File: config.mk
export PLATFORM = sky130hd
export DESIGN_NAME = vu_level_tracker
export DESIGN_NICKNAME = d
export VERILOG_FILES = /design/src/rtl/vu_level_tracker_pkg.sv /design/src/rtl/vu_level_tracker_peak.sv /design/src/rtl/vu_level_tracker.sv
export SDC_FILE = /design/constraint.sdc
export NUM_CORES = 1
export LEC_CHECK = 0
export ABC_CLOCK_PERIOD_IN_PS = 12100
export CAP_MARGIN = 40
export CORE_ASPECT_RATIO = 1.5
export CORE_MARGIN = 2
export CORE_UTILIZATION = 60
export CTS_BUF_LIST = sky130_fd_sc_hd__clkbuf_16
export DETAILED_ROUTE_END_ITERATION = 8
export DONT_BUFFER_PORTS = 1
export GPL_TIMING_DRIVEN = 0
export PLACE_DENSITY = 0.74
export SYNTH_ARGS = -nofsm -noshare
export SYNTH_HDL_FRONTEND = slang
export SYNTH_HIERARCHICAL = 1
export SYNTH_SLANG_ARGS = --single-unit
export TNS_END_PERCENT = 1
File: constraint.sdc
create_clock -name clk -period 12.1 [get_ports clk]
set_input_delay 0.605 -clock clk [delete_from_list [all_inputs] [get_ports clk]]
set_output_delay 0.605 -clock clk [all_outputs]
set_load 0.05 [all_outputs]
File: src/rtl/vu_level_tracker_pkg.sv
`default_nettype none
// ============================================================================
//  Module   : vu_pkg (package)
//  Purpose  : Shared types and helpers for the VU level tracker: peak-hold
//             state encoding, default sizing constants, thermometer encoder.
//  Ports    : n/a (package)
//  Config   : none
//  Revision : 1.0 - initial release
// ============================================================================
package vu_pkg;

  typedef enum logic [1:0] {
    PK_IDLE = 2'd0,
    PK_HOLD = 2'd1,
    PK_FALL = 2'd2
  } pk_state_t;

  localparam int LEVEL_N_DEF    = 16;
  localparam int HOLD_TICKS_DEF = 8;

  // Widest bar supported (LEVEL_N <= 64); callers keep the low LEVEL_N bits.
  localparam int THERM_MAX = 64;

  // Thermometer code: bits [lvl-1:0] set, everything above cleared.
  function automatic logic [THERM_MAX-1:0] therm(input logic [6:0] lvl);
    logic [THERM_MAX-1:0] t;
    t = '0;
    for (int i = 0; i < THERM_MAX; i++) begin
      t[i] = (i < int'(lvl));
    end
    return t;
  endfunction

endpackage
`default_nettype wire

File: src/rtl/vu_level_tracker_peak.sv
`default_nettype none
// ============================================================================
//  Module   : vu_peak_hold
//  Purpose  : Peak-hold marker. Tracks the highest bar level, holds it for
//             HOLD_TICKS decay ticks, then lets it fall one level per tick
//             (never below the live level) until it returns to idle.
//  Ports    : clk  in   system clock
//             rst  in   synchronous active-high reset
//             tick in   single-cycle decay strobe
//             nxt  in   LVW  level being registered this cycle
//             peak out  LVW  held peak level (registered)
//  Config   : none
//  Revision : 1.0 - initial release
// ============================================================================
module vu_peak_hold
  import vu_pkg::*;
#(
  parameter int LVW        = 5,
  parameter int HOLD_TICKS = HOLD_TICKS_DEF
) (
  input  logic           clk,
  input  logic           rst,
  input  logic           tick,
  input  logic [LVW-1:0] nxt,
  output logic [LVW-1:0] peak
);

  localparam int HCW = $clog2(HOLD_TICKS + 1);
  localparam logic [HCW-1:0] HOLD_LOAD = HCW'(HOLD_TICKS);

  pk_state_t      state, state_nxt;
  logic [LVW-1:0] peak_nxt;
  logic [LVW-1:0] peak_dec;
  logic [LVW-1:0] fall_val;
  logic [HCW-1:0] hold_cnt, hold_nxt;

  always_ff @(posedge clk) begin
    if (rst) begin
      state    <= PK_IDLE;
      peak     <= '0;
      hold_cnt <= '0;
    end else begin
      state    <= state_nxt;
      peak     <= peak_nxt;
      hold_cnt <= hold_nxt;
    end
  end

  // Falling peak never drops below the live level, keeping peak >= level.
  // Only used in PK_FALL where peak > nxt >= 0, so peak - 1 cannot wrap.
  always_comb begin
    peak_dec = peak - LVW'(1);
    fall_val = (peak_dec > nxt) ? peak_dec : nxt;
  end

  always_comb begin
    state_nxt = state;
    peak_nxt  = peak;
    hold_nxt  = hold_cnt;
    case (state)
      PK_IDLE: begin
        if (nxt != '0) begin
          peak_nxt  = nxt;
          hold_nxt  = HOLD_LOAD;
          state_nxt = PK_HOLD;
        end
      end
      PK_HOLD: begin
        if (nxt >= peak) begin
          peak_nxt = nxt;
          hold_nxt = HOLD_LOAD;
        end else if (tick) begin
          hold_nxt = (hold_cnt != '0) ? hold_cnt - HCW'(1) : '0;
          if (hold_cnt <= HCW'(1)) begin
            state_nxt = PK_FALL;
          end
        end
      end
      PK_FALL: begin
        if (nxt >= peak) begin
          peak_nxt  = nxt;
          hold_nxt  = HOLD_LOAD;
          state_nxt = PK_HOLD;
        end else if (tick) begin
          peak_nxt = fall_val;
          if (fall_val == '0) begin
            state_nxt = PK_IDLE;
          end
        end
      end
      default: begin
        state_nxt = PK_IDLE;
      end
    endcase
  end

endmodule
`default_nettype wire

File: src/rtl/vu_level_tracker.sv
`default_nettype none
// ============================================================================
//  Module   : vu_level_tracker
//  Purpose  : VU meter level tracker. Quantises sample magnitudes to a bar
//             level with instant attack and tick-paced decay, drives an LED
//             thermometer, a peak-hold marker and a clip flag.
//  Ports    : clk          in   system clock
//             rst          in   synchronous active-high reset
//             tick         in   single-cycle decay strobe
//             sample_valid in   sample qualifier
//             sample       in   SAMPLE_W unsigned magnitude
//             level        out  LVW current bar level 0..LEVEL_N
//             peak         out  LVW held peak level (>= level)
//             bar          out  LEVEL_N LED pattern, bit0 = lowest LED
//             clip         out  full-scale seen within HOLD_TICKS ticks
//  Config   : VU_PEAK_DOT_EN - when defined, the LED at the peak level is
//             lit on top of the level thermometer.
//  Revision : 1.0 - initial release
// ============================================================================
module vu_level_tracker
  import vu_pkg::*;
#(
  parameter  int SAMPLE_W   = 10,
  parameter  int LEVEL_N    = LEVEL_N_DEF,
  parameter  int HOLD_TICKS = HOLD_TICKS_DEF,
  parameter  int DECAY_STEP = 1,
  localparam int LW         = $clog2(LEVEL_N),
  localparam int LVW        = LW + 1
) (
  input  logic                clk,
  input  logic                rst,
  input  logic                tick,
  input  logic                sample_valid,
  input  logic [SAMPLE_W-1:0] sample,
  output logic [LVW-1:0]      level,
  output logic [LVW-1:0]      peak,
  output logic [LEVEL_N-1:0]  bar,
  output logic                clip
);

  localparam int CCW = $clog2(HOLD_TICKS + 1);
  localparam logic [CCW-1:0] CLIP_LOAD = CCW'(HOLD_TICKS);

  logic [LVW-1:0]       lvl_in;
  logic [LVW-1:0]       valid_lvl;
  logic [LVW-1:0]       decayed;
  logic [LVW-1:0]       nxt;
  logic                 full_scale;
  logic [THERM_MAX-1:0] therm_nxt;
  logic [LEVEL_N-1:0]   bar_nxt;
  logic [LEVEL_N-1:0]   bar_base;
  logic [CCW-1:0]       clip_cnt;

  // Top LW bits of the sample plus one, so any non-zero sample lights at
  // least one LED and full scale lands exactly on LEVEL_N.
  always_comb begin
    lvl_in    = (sample == '0) ? '0 : ({1'b0, sample[SAMPLE_W-1 -: LW]} + LVW'(1));
    valid_lvl = sample_valid ? lvl_in : '0;
  end

  // Decay first, then instant attack via max.
  always_comb begin
    if (tick) begin
      decayed = (int'(level) > DECAY_STEP) ? level - LVW'(DECAY_STEP) : '0;
    end else begin
      decayed = level;
    end
    nxt = (valid_lvl > decayed) ? valid_lvl : decayed;
  end

  always_comb begin
    full_scale = sample_valid && (&sample);
    therm_nxt  = therm(7'(nxt));
    bar_nxt    = therm_nxt[LEVEL_N-1:0];
  end

  always_ff @(posedge clk) begin
    if (rst) begin
      level    <= '0;
      bar_base <= '0;
      clip     <= 1'b0;
      clip_cnt <= '0;
    end else begin
      level    <= nxt;
      bar_base <= bar_nxt;
      // A fresh full-scale sample reloads and beats a same-cycle tick.
      if (full_scale) begin
        clip     <= 1'b1;
        clip_cnt <= CLIP_LOAD;
      end else if (tick && (clip_cnt != '0)) begin
        clip_cnt <= clip_cnt - CCW'(1);
        if (clip_cnt == CCW'(1)) begin
          clip <= 1'b0;
        end
      end
    end
  end

  vu_peak_hold #(
    .LVW        (LVW),
    .HOLD_TICKS (HOLD_TICKS)
  ) u_peak (
    .clk  (clk),
    .rst  (rst),
    .tick (tick),
    .nxt  (nxt),
    .peak (peak)
  );

`ifdef VU_PEAK_DOT_EN
  // One-hot dot at position peak-1; both operands are registers, so the
  // overlay adds no extra latency.
  logic [LEVEL_N-1:0] dot;
  always_comb begin
    for (int i = 0; i < LEVEL_N; i++) begin
      dot[i] = (peak == LVW'(i + 1));
    end
    bar = bar_base | dot;
  end
`else
  assign bar = bar_base;
`endif

endmodule
`default_nettype wire

==> qor.txt <==
Via density -> 6.142
Worst slew pin tran -> 847.2 ps
Nets@finish -> 334
Cell Rows -> 28
Share of layout cells above drive strength 1 -> 0.08027
Routed WL -> 5440 um
Flops & latches, synth -> 36
Startpoint Class -> flop
Fmax -> 185.6 MHz
CTS Sinks -> 36
CTS Buffer Depth -> 2
Synth Flop Type -> dfxtp_1
Synth unique cells -> 63
Drt wl/cell -> 15.81 um
Worst r2r src -> level[1]
Post-synthesis sequential area ratio -> 0.2989
Number of diodes -> 0
HP Class -> in -> reg
Final Skew -> 3.426 ps
Number of global-route vias before repair -> 2,107
ANT nets after route -> 0
Final hold viol count -> 0
Core area -> 3889 sq um
CP Data Required Time -> 12,280 ps
Crit-path max FO -> 10
Die Y-Extent -> 81.64 um
Mapped cell area -> 2411 sq um
Slew Limit Fails -> 0
Most used cell, CP -> ha_1
PortBufs -> 0
Critical Path Max Stage Delay -> 760 ps
Max cap viols -> 0
TritonCTS clock tree -> built
Top Family by Delay on Critical Path -> compound AO/OA/AOI/OAI gates
First-iteration detailed-routing DRC count -> 77
Crit-path cells -> inv_1 -> ha_1 -> o21bai_1 -> and2_1 -> o2bb2ai_1 -> ha_1 -> nor2b_1 -> o21ai_1 -> a21oi_4 -> mux2i_1 -> inv_1 -> ha_1 -> nand3_1 -> a21boi_0 -> o32a_1 -> or3b_1 -> clkbuf_2 -> or4_1 -> o311ai_1
Most common cell after layout, fill and taps aside -> dfxtp_1
Initial antenna violation count -> 0
Initial Util -> 0.6200
Async SR Flop Fraction -> 0
Syn nets -> 327
Remaining DRCs -> 0
Root Buffer -> clkbuf_16
WP data arrival -> 5570 ps
Post-synth EDFFs -> 0
Total die area -> 4552 sq um
H-tree levels -> 2
Minimum clock period after layout -> 5389 ps
Most frequent cells in the layout -> 36 x dfxtp_1, 34 x inv_1, 23 x nand2_1, 23 x nor2_1, 22 x ha_1
Die Width -> 55.76 um
Slew Limit Headroom -> 0.4190
GPL Wtd Cong -> 0.8452
Hold_sp -> rst
Worst-path clk slew -> 60 ps
First-pass GRT wire length -> 9321 um
Slowest CP cell -> mux2i_1
CTS Hold Bufs -> 0
I/O pin cnt -> 41
Final setup fails -> 0
Dpl hpwl -> 4178 um
Clk Latency, worst-skew pair -> 280 ps
Crit. Startpoint -> level[1]
Buffers & Inverters on Critical Path -> 3
Yosys warning count -> 6
Post CTS Setup Buffer Count -> 0
Avg Cell Area, Syn -> 8.285 sq um
CTS buffer count -> 5
Status -> completed
Tcrit/Tclk final -> 0.4453
CP Class -> reg -> reg
First-pass DRT Iterations -> 4
Largest net degree at the start of global routing -> 14
Area grow syn2layout -> 9.133%
Routed via count -> 2,113
Crit path capture type -> flop
Grt ovf -> 0
Total Routing Usage GR -> 0.2547
Syn Inst Count -> 291
PostCTS Resize Cnt -> 0
Setup TNS -> 0 ps
RSZ-0062 raised after global routing -> false
[metal layers]
layer | GRT usage | part of all wire | up-vias
li1 | - | - | 1058
met1 | 0.2668 | 0.40 | 979
met2 | 0.4952 | 0.54 | 61
met3 | 0.04094 | 0.039 | 15
met4 | 0.1146 | 0.020 | 0
met5 | 0 | 0 | -
[per-stage QoR]
| stage | setup WS (ps) | utilization | std cells | hold slack [ps] | instance area [sq um] |
|---|---|---|---|---|---|
| 2_1_floorplan | 7410 | - | 291 | 447.2 | 2411 |
| 3_3_place_gp | 6745 | 0.6345 | 336 | 469.5 | 2467 |
| 3_5_place_dp | 6685 | 0.6345 | 336 | 479.2 | 2467 |
| 4_1_cts | 6717 | 0.6766 | 344 | 397.4 | 2631 |
| 5_1_grt | 6275 | 0.6766 | 344 | 393.5 | 2631 |
| 6_report | 6711 | 0.6766 | 344 | 396.3 | 2631 |
[sequential cells by signal, indices dropped and copies added (netlist names)]
register         flops
u_peak/hold_cnt      4
clip_cnt             4
clip                 1
level                5
bar                 15
u_peak/peak          5
u_peak/state         2
[cell families after synthesis]
kind of cell / share of synthesized area
flops: 0.2989
mux: 0.04515
buf+inv: 0.06590
fa+ha+maj: 0.1142
xor+xnor: 0.02906
simple gates: 0.2356
compound gates: 0.2112
[worst paths after layout]
check / end / slack [ps] / depth (start not counted)
worst min-delay path: clip_cnt[0] / 400 / 1
worst max register to register: u_peak/peak[3] / 6710 / 19
worst min register to register: u_peak/hold_cnt[3] / 490 / 2
worst max-delay path: u_peak/peak[3] / 6710 / 19
[Yosys cell counts, types with 3 or more instances]
| master | count | area, sq um |
|---|---|---|
| a21oi_1 | 14 | 70.07 |
| a31oi_1 | 4 | 25.02 |
| and2_1 | 3 | 18.77 |
| clkbuf_1 | 6 | 22.52 |
| dfxtp_1 | 36 | 720.7 |
| ha_1 | 22 | 275.3 |
| inv_1 | 33 | 123.9 |
| mux2i_1 | 5 | 50.05 |
| nand2_1 | 23 | 86.33 |
| nand2b_1 | 4 | 25.02 |
| nand3_1 | 10 | 50.05 |
| nand4_1 | 4 | 25.02 |
| nor2_1 | 23 | 86.33 |
| nor2b_1 | 5 | 31.28 |
| nor3_1 | 10 | 50.05 |
| nor4_1 | 3 | 18.77 |
| o21ai_0 | 10 | 50.05 |
| o21ai_1 | 5 | 25.02 |
| or3_1 | 3 | 18.77 |
| or4_1 | 6 | 45.04 |
| xnor2_1 | 6 | 52.55 |
[final cells by class]
type / count / area [sq um]
plain buffers: 8 / 35.03
clock inverters: 3 / 38.79
multi-input cells: 214 / 1531
inverters: 33 / 123.9
fillers: 338 / 1257
well taps: 45 / 56.30
flip-flops and latches: 36 / 720.7
clock buffers: 5 / 125.1
Power is left out: the tool's default activity adds up to more than one toggle a clock period on the data nets, which glitch-free logic cannot reach.
